`src/rtl/sym_vn_lut_out_gen.sv`:
```
// Multi-port symmetric VN LUT output stage: folds (y0, y1) onto a half-symmetric
// ping-pong LUT, reads it over a 3-stage pipeline and un-folds the result.
module sym_vn_lut_out_gen #(
  parameter int QUAN_SIZE = 3,
  parameter int PORT_NUM  = 2,
  parameter int ADDR_W    = 2*QUAN_SIZE-1,
  parameter int DEPTH     = 2**ADDR_W
) (
  input  logic                          clk,
  input  logic                          rst,
  input  logic [PORT_NUM-1:0]           rd_valid_in,
  input  logic [PORT_NUM-1:0]           transpose_en_in,
  input  logic [PORT_NUM*QUAN_SIZE-1:0] y0_in,
  input  logic [PORT_NUM*QUAN_SIZE-1:0] y1_in,
  input  logic                          read_addr_offset,
  output logic [PORT_NUM-1:0]           rd_valid_out,
  output logic [PORT_NUM*QUAN_SIZE-1:0] t_c,
  output logic [PORT_NUM*QUAN_SIZE-1:0] t_c_din,
  output logic [PORT_NUM-1:0]           transpose_en_out,
  output logic                          read_addr_offset_out,
  input  logic                          wr_en,
  input  logic [ADDR_W-1:0]             wr_addr,
  input  logic [QUAN_SIZE-1:0]          wr_data,
  input  logic                          swap_req,
  output logic                          swap_ack,
  output logic                          shadow_loaded,
  output logic                          active_bank
);
  localparam int Q = QUAN_SIZE;

  logic [Q-1:0]     bank0 [DEPTH];
  logic [Q-1:0]     bank1 [DEPTH];
  logic [DEPTH-1:0] written_map;
  logic [DEPTH-1:0] written_map_nxt;
  logic             swap_go;
  logic             off_s0, off_s1;

  // NOTE: LUT storage carries no reset; only control and pipeline state is cleared.
  always_ff @(posedge clk) begin
    if (wr_en) begin
      if (active_bank) bank0[wr_addr] <= wr_data;
      else             bank1[wr_addr] <= wr_data;
    end
  end

  assign swap_go = swap_req & shadow_loaded;

  // A write landing in the swap cycle goes to the bank that becomes active, so it is not
  // recorded in the fresh map.
  always_comb begin
    // NOTE: default first so every path assigns the signal and no latch is inferred.
    written_map_nxt = written_map;
    if (swap_go)    written_map_nxt = '0;
    else if (wr_en) written_map_nxt[wr_addr] = 1'b1;
  end

  // NOTE: sequential state uses non-blocking assignments so all flops update together.
  always_ff @(posedge clk or posedge rst) begin
    if (rst) begin
      active_bank   <= 1'b0;
      written_map   <= '0;
      shadow_loaded <= 1'b0;
      swap_ack      <= 1'b0;
    end else begin
      written_map   <= written_map_nxt;
      shadow_loaded <= &written_map_nxt;
      swap_ack      <= swap_go;
      if (swap_go) active_bank <= ~active_bank;
    end
  end

  always_ff @(posedge clk or posedge rst) begin
    if (rst) begin
      off_s0               <= 1'b0;
      off_s1               <= 1'b0;
      read_addr_offset_out <= 1'b0;
    end else begin
      off_s0               <= read_addr_offset;
      off_s1               <= off_s0;
      read_addr_offset_out <= off_s1;
    end
  end

  for (genvar p = 0; p < PORT_NUM; p++) begin : g_port
    logic [Q-1:0]      y0, y1;
    logic              msb;
    logic [ADDR_W-1:0] addr;
    logic [ADDR_W-1:0] s0_addr;
    logic              s0_msb, s0_valid, s0_bank;
    logic [Q-1:0]      s1_word;
    logic              s1_msb, s1_valid;
    logic [Q-1:0]      s2_tc, s2_word;
    logic              s2_msb, s2_valid;

    assign y0   = y0_in[p*Q +: Q];
    assign y1   = y1_in[p*Q +: Q];
    assign msb  = transpose_en_in[p] ^ y0[Q-1];
    assign addr = {y0[Q-2:0] ^ {(Q-1){y0[Q-1]}}, msb ? ~y1 : y1};

    // Each request carries its own bank index so a swap never redirects a read in flight.
    always_ff @(posedge clk or posedge rst) begin
      if (rst) begin
        s0_addr  <= '0;
        s0_msb   <= 1'b0;
        s0_valid <= 1'b0;
        s0_bank  <= 1'b0;
        s1_word  <= '0;
        s1_msb   <= 1'b0;
        s1_valid <= 1'b0;
        s2_tc    <= '0;
        s2_word  <= '0;
        s2_msb   <= 1'b0;
        s2_valid <= 1'b0;
      end else begin
        s0_addr  <= addr;
        s0_msb   <= msb;
        s0_valid <= rd_valid_in[p];
        s0_bank  <= active_bank;
        s1_word  <= s0_bank ? bank1[s0_addr] : bank0[s0_addr];
        s1_msb   <= s0_msb;
        s1_valid <= s0_valid;
        s2_tc    <= s1_msb ? ~s1_word : s1_word;
        s2_word  <= s1_word;
        s2_msb   <= s1_msb;
        s2_valid <= s1_valid;
      end
    end

    assign t_c[p*Q +: Q]       = s2_tc;
    assign t_c_din[p*Q +: Q]   = s2_word;
    assign transpose_en_out[p] = s2_msb;
    assign rd_valid_out[p]     = s2_valid;
  end

endmodule

```
`config.mk`:
```
export PLATFORM = sky130hd
export DESIGN_NAME = sym_vn_lut_out_gen
export DESIGN_NICKNAME = d
export VERILOG_FILES = /design/src/rtl/sym_vn_lut_out_gen.sv
export SDC_FILE = /design/constraint.sdc
export NUM_CORES = 1
export LEC_CHECK = 0
export ABC_CLOCK_PERIOD_IN_PS = 2700
export BUFFER_PORTS_ARGS = -buffer_cell sky130_fd_sc_hd__buf_2
export CORE_MARGIN = 1.5
export CORE_UTILIZATION = 52
export DETAILED_ROUTE_END_ITERATION = 8
export HOLD_SLACK_MARGIN = 0.02
export PLACE_DENSITY = 0.69
export SYNTH_ARGS = -nofsm -noshare
export SYNTH_HDL_FRONTEND = slang
export SYNTH_SLANG_ARGS = --single-unit
```
`constraint.sdc`:
```
create_clock -name clk -period 2.7 [get_ports clk]
set_input_delay 0.135 -clock clk [delete_from_list [all_inputs] [get_ports clk]]
set_output_delay 0.135 -clock clk [all_outputs]
set_load 0.005 [all_outputs]
```
==> After elaboration in Yosys (flattened, before gate mapping) <==
Memory sizes are Yosys's and may differ from the RTL's.
Index checks and enable logic that the tools add are counted.
{ "classes": {"magnitude_cmp": 2, "mux": 16, "n_bitwise": 11, "n_reduce_logical": 2} }
{ "ops": {"columns": ["op", "n"], "rows": [
  ["two-way mux 32 bit", 2],
  ["OR 32 bit", 1],
  ["AND reduction 32 bit", 1],
  ["two-way mux 3 bit", 6],
  ["inverter 3 bit", 4],
  ["two-way mux 1 bit", 7],
  ["less-than comparator 5 x 6 -> 1 bit (second input constant)", 1],
  ["demux 1 bit (select 5 bit)", 1],
  ["greater-or-equal comparator 5 x 1 -> 1 bit (second input constant)", 1],
  ["bitwise XOR 2 bit", 2],
  ["bitwise XOR 1 bit", 2],
  ["bitwise AND 1 bit", 1],
  ["logical AND 1 bit", 1],
  ["inverter 1 bit", 1]
]} }
{ "word_totals": {"ff_bits": 79, "ram_bits": 192, "input_bits": 29, "n_memories": 2} }
{ "mem_list": {"columns": ["memory", "depth", "width", "read_ports", "rd_ports_with_merged_regs", "wr", "line_no", "text"], "rows": [
  ["bank0", 32, 3, 2, 0, 1, "31", "logic [Q-1:0] bank0 [DEPTH];"],
  ["bank1", 32, 3, 2, 0, 1, "32", "logic [Q-1:0] bank1 [DEPTH];"]
]} }

==> Depth between registers and ports, before layout <==
{ "depth": {"word_depth": 8, "ltp_mapped": 8, "depth_no_buf": 5} }

==> Worst setup path before layout <==
Ideal clock, no wire load.
{ "synth_path": {"path_type": "reg2reg", "startpoint": "register g_port[1].s0_addr[0]", "endpoint": "register g_port[1].s1_word[0]", "setup_ns": 0.121, "arrival_time_ns": 1.940, "setup_slack_ns": 0.640, "stages_incl_launch_ff": 7, "path_buffers": 2, "period_less_slack_ns": 2.060, "cell_sequence": "dfrtp_1 buf_2 buf_2 mux4_2 o221ai_1 o21ai_0 a22o_1"} }
{ "synth_between": {"elab_chain_len": 2, "word_cells_on_any_way": 3, "cone_classes": "1 x mux; 2 x memory"} }
{ "synth_lines": {"columns": ["item", "line_no", "text"], "rows": [
  ["start, declared", "88", "logic [ADDR_W-1:0] s0_addr;"],
  ["start signal, assigned", "115", "s0_addr <= addr;"],
  ["memory read (32 x 3 bit) (on tied branches)", null, null],
  ["two-way mux 3 bit (*)", "119", "s1_word <= s0_bank ? bank1[s0_addr] : bank0[s0_addr];"],
  ["end signal, assigned", "119", null],
  ["end, declared", "90", "logic [Q-1:0] s1_word;"]
]} }
Mark *: on every way between the ends. The rest lies on a longest branch, timed or not.
A chain may end at the register's enable or synchronous reset.

==> Final worst setup path <==
{ "layout_path": {"startpoint": "register g_port[1].s0_addr[0]", "endpoint": "register g_port[1].s1_word[2]"} }
The elaborated chain is that of the path after synthesis.

==> impl_metrics.py <==
metrics = {
    "status": {
        "status": "finished, final reports clean",
    },
    "grt": {
        "antenna_found_initial": 0,
        "grt.total_usage_pct": 24.4,
        "grt_pass1_vias": 7662,
        "grt_remaining_overflow": 0,
        "grt_pass1_wl_um": 44200,
        "grt_max_degree": 65,
    },
    "yosys": {
        "synthFlopType": "edfxtp_1",
        "yosysMostFrequentCell": "edfxtp_1",
        "synth.largest_area_cell": "edfxtp_1",
        "syn_nets": 809,
        "yosysWarnings": 0,
        "syn_inst": 780,
        "ys_types": 55,
        "synth_area_leaders": "edfxtp_1, mux4_2, dfrtp_1",
        "synth.top_cell.area_share_pct": 47.1,
        "syn_area_mm2": 0.0122,
        "synth_edf_count": 192,
        "syn_avg_cell_area_um2": 15.7,
        "ys_async_sr_fraction_pct": 29.2,
        "yosysSeqAreaShare_pct": 63.3,
        "synth-seq-cells": 271,
        "synth_commonest_cells": "edfxtp_1, nor2_1, mux4_2",
    },
    "worst_hold_path": {
        "min_path_cells": 3,
        "hold_path.class": "in -> reg",
    },
    "finish": {
        "antennaDiodeCount": 0,
        "final_layout_size_suffix_gt1_share_pct": 26.9,
        "final_util_pct": 61.1,
        "syn_to_final_growth_pct": 14.1,
        "fin_nets": 881,
    },
    "clock_tree": {
        "cts_sinks": 271,
        "numCtsBuffers": 29,
        "cts_tree": "yes",
        "clock_path_buffers": 3,
        "clock_latency_ns": 0.55,
        "cts_root_buf": "clkbuf_16",
        "clk_pin_slew_ns": 0.06,
        "post_cts_resized": 0,
        "htreeDepth": 1,
        "post-cts-setup-buffers": 0,
        "cts-hold-fix-buffers": 21,
    },
    "pwr": {
        "p_leak_nw": 4.85,
        "fin_total_pwr_mw": 10.1,
        "sw_frac_of_total_pct": 25.1,
        "seqPwrFrac_pct": 48.8,
        "power.share.combinational_pct": 15.3,
        "p_per_area_mw_per_mm2": 725,
        "vdd.ir_drop.worst_uv": 523,
        "p_clk_share_pct": 35.9,
        "intPower_mw": 7.58,
        "p_sw_mw": 2.53,
    },
    "timing": {
        "setup_tns_ns": 0,
        "fin_crit_ns": 2.47,
        "finalWorstSetupSlack_ns": 0.235,
        "finalMaxSlewViolations": 0,
        "rsz0062_at_grt": "false",
        "fmax_ghz": 0.406,
        "worst_pin_slew_ns": 1.18,
        "clock_skew_ns": 0.0137,
        "finalHoldViolations": 0,
        "finalCritPeriodShare_pct": 91.3,
        "holdWs_ns": 0.0354,
        "slew_headroom_pct": 21.1,
        "setup_viol": 0,
    },
    "floorplan": {
        "core_area_mm2": 0.0228,
        "die_height_um": 156,
        "die-area_mm2": 0.0245,
        "start_util_pct": 53.5,
        "top_level_ports": 49,
        "num_rows": 55,
        "die_w_um": 156,
    },
    "place": {
        "hpwlAfterDp_um": 19600,
        "port_buffers": 48,
        "dp_slack_ns": 0.342,
        "place.gp.congestion": 0.912,
    },
    "worst_setup_path": {
        "criticalPathCategory": "reg -> reg",
        "critPathLaunchType": "register",
        "cp.arrival_ns": 2.89,
        "critPathMaxFanout": 15,
        "reg2regPathDepth": 5,
        "worstPathRequired_ns": 3.13,
        "endpoint_kind": "register",
    },
    "detailed_routing": {
        "drtIter0Drc": 643,
        "drc": 0,
        "drt_pass1_iterations": 5,
        "vias_per_cell": 6.26,
        "drt-total-wl_um": 28500,
        "ant_nets": 0,
        "wl_per_cell_um": 24.0,
        "vias": 7427,
    },
    "run": {
        "drv_cap": 0,
    },
}
-- registers in the layout, indices dropped and copies added, names as in the netlist, 2 cells and up --
signal,count
bank0,96
bank1,96
g_port.s0_addr,10
g_port.s0_msb,2
g_port.s0_valid,2
g_port.s1_msb,2
g_port.s1_valid,2
g_port.s1_word,6
g_port.s2_msb,2
g_port.s2_tc,6
g_port.s2_valid,2
g_port.s2_word,6
written_map,32
-- cell families after synthesis --
family	share of synthesized area [%]
AND/OR/NAND/NOR	7.89
multiplexers	19.9
buffers and inverters	2.53
flip-flops	63.3
XOR/XNOR	1.36
AO/OA/AOI/OAI	5.05
-- layout make-up --
type	count	area, µm²
clock inverter	7	37.5
multi-input combinational	437	4180
fill	1726	8890
timing repair buffer	102	723
sequential	271	7750
clock buffer	46	830
inverter	11	42.5
tap	313	392
-- cell usage in the layout, fill, tap and decap left out, types with 11 or more instances in the layout --
| cell | Yosys | layout |
|---|---|---|
| buf_2 | 19 | 48 |
| clkbuf_1 | 33 | 13 |
| mux4_2 | 96 | 96 |
| buf_4 | 4 | 31 |
| clkbuf_16 | 0 | 29 |
| dfrtp_1 | 79 | 75 |
| nand2_1 | 17 | 17 |
| xor2_1 | 11 | 11 |
| mux2i_1 | 17 | 17 |
| edfxtp_1 | 192 | 192 |
| a21oi_1 | 36 | 36 |
| nor2_1 | 117 | 117 |
| dlygate4sd3_1 | 0 | 21 |
-- final timing paths --
kind | slack, ns | start | to
max | 0.23 | g_port[1].s0_addr[0]$_DFF_PP0_ | g_port[1].s1_word[2]$_DFF_PP0_
min | 0.04 | y0_in[5] | g_port[1].s0_msb$_DFF_PP0_
max reg2reg | 0.23 | g_port[1].s0_addr[0]$_DFF_PP0_ | g_port[1].s1_word[2]$_DFF_PP0_
min reg2reg | 0.35 | g_port[0].s1_valid$_DFF_PP0_ | g_port[0].s2_valid$_DFF_PP0_
max in group asynchronous | 1.58 | rst | written_map[17]$_DFF_PP0_
min in group asynchronous | 0.32 | rst | g_port[1].s0_addr[0]$_DFF_PP0_
-- power by group through the flow --
stage               combinational (mW)  sequential, mW  clock, mW
floorplan                         1.10            4.91          0
global placement                  1.49            5.00          0
CTS                               1.56            4.93       3.68
detailed placement                1.53            5.02          0
global route                      1.68            4.97       3.85
finish                            1.55            4.93       3.63
-- per-stage QoR --
step                      instances  area, µm²
after global routing           1187      14000
final                          1187      14000
after global placement         1113      12900
after CTS                      1187      14000
after floorplan                 780      12200
after detailed placement       1113      12900
-- critical path: stages (launching register included) --
cell,delay [ns]
dfrtp_2,0.67
mux4_2,0.55
nor2b_1,0.14
a2111oi_0,0.64
nor3_1,0.11
a22o_1,0.23
-- per-layer routing --
layer  part of all wire (%)  routed length (µm)  GRT usage [%]  vias to the layer above
met3                    8.6                2460           4.98                       75
met1                     40               11300           33.2                     3784
li1                       -                   -              -                     3201
met4                    3.1                 877           8.93                        0
met5                      0                   0              0                        -
met2                     49               13900           39.3                      367
Power figures use the tool's default switching activity.
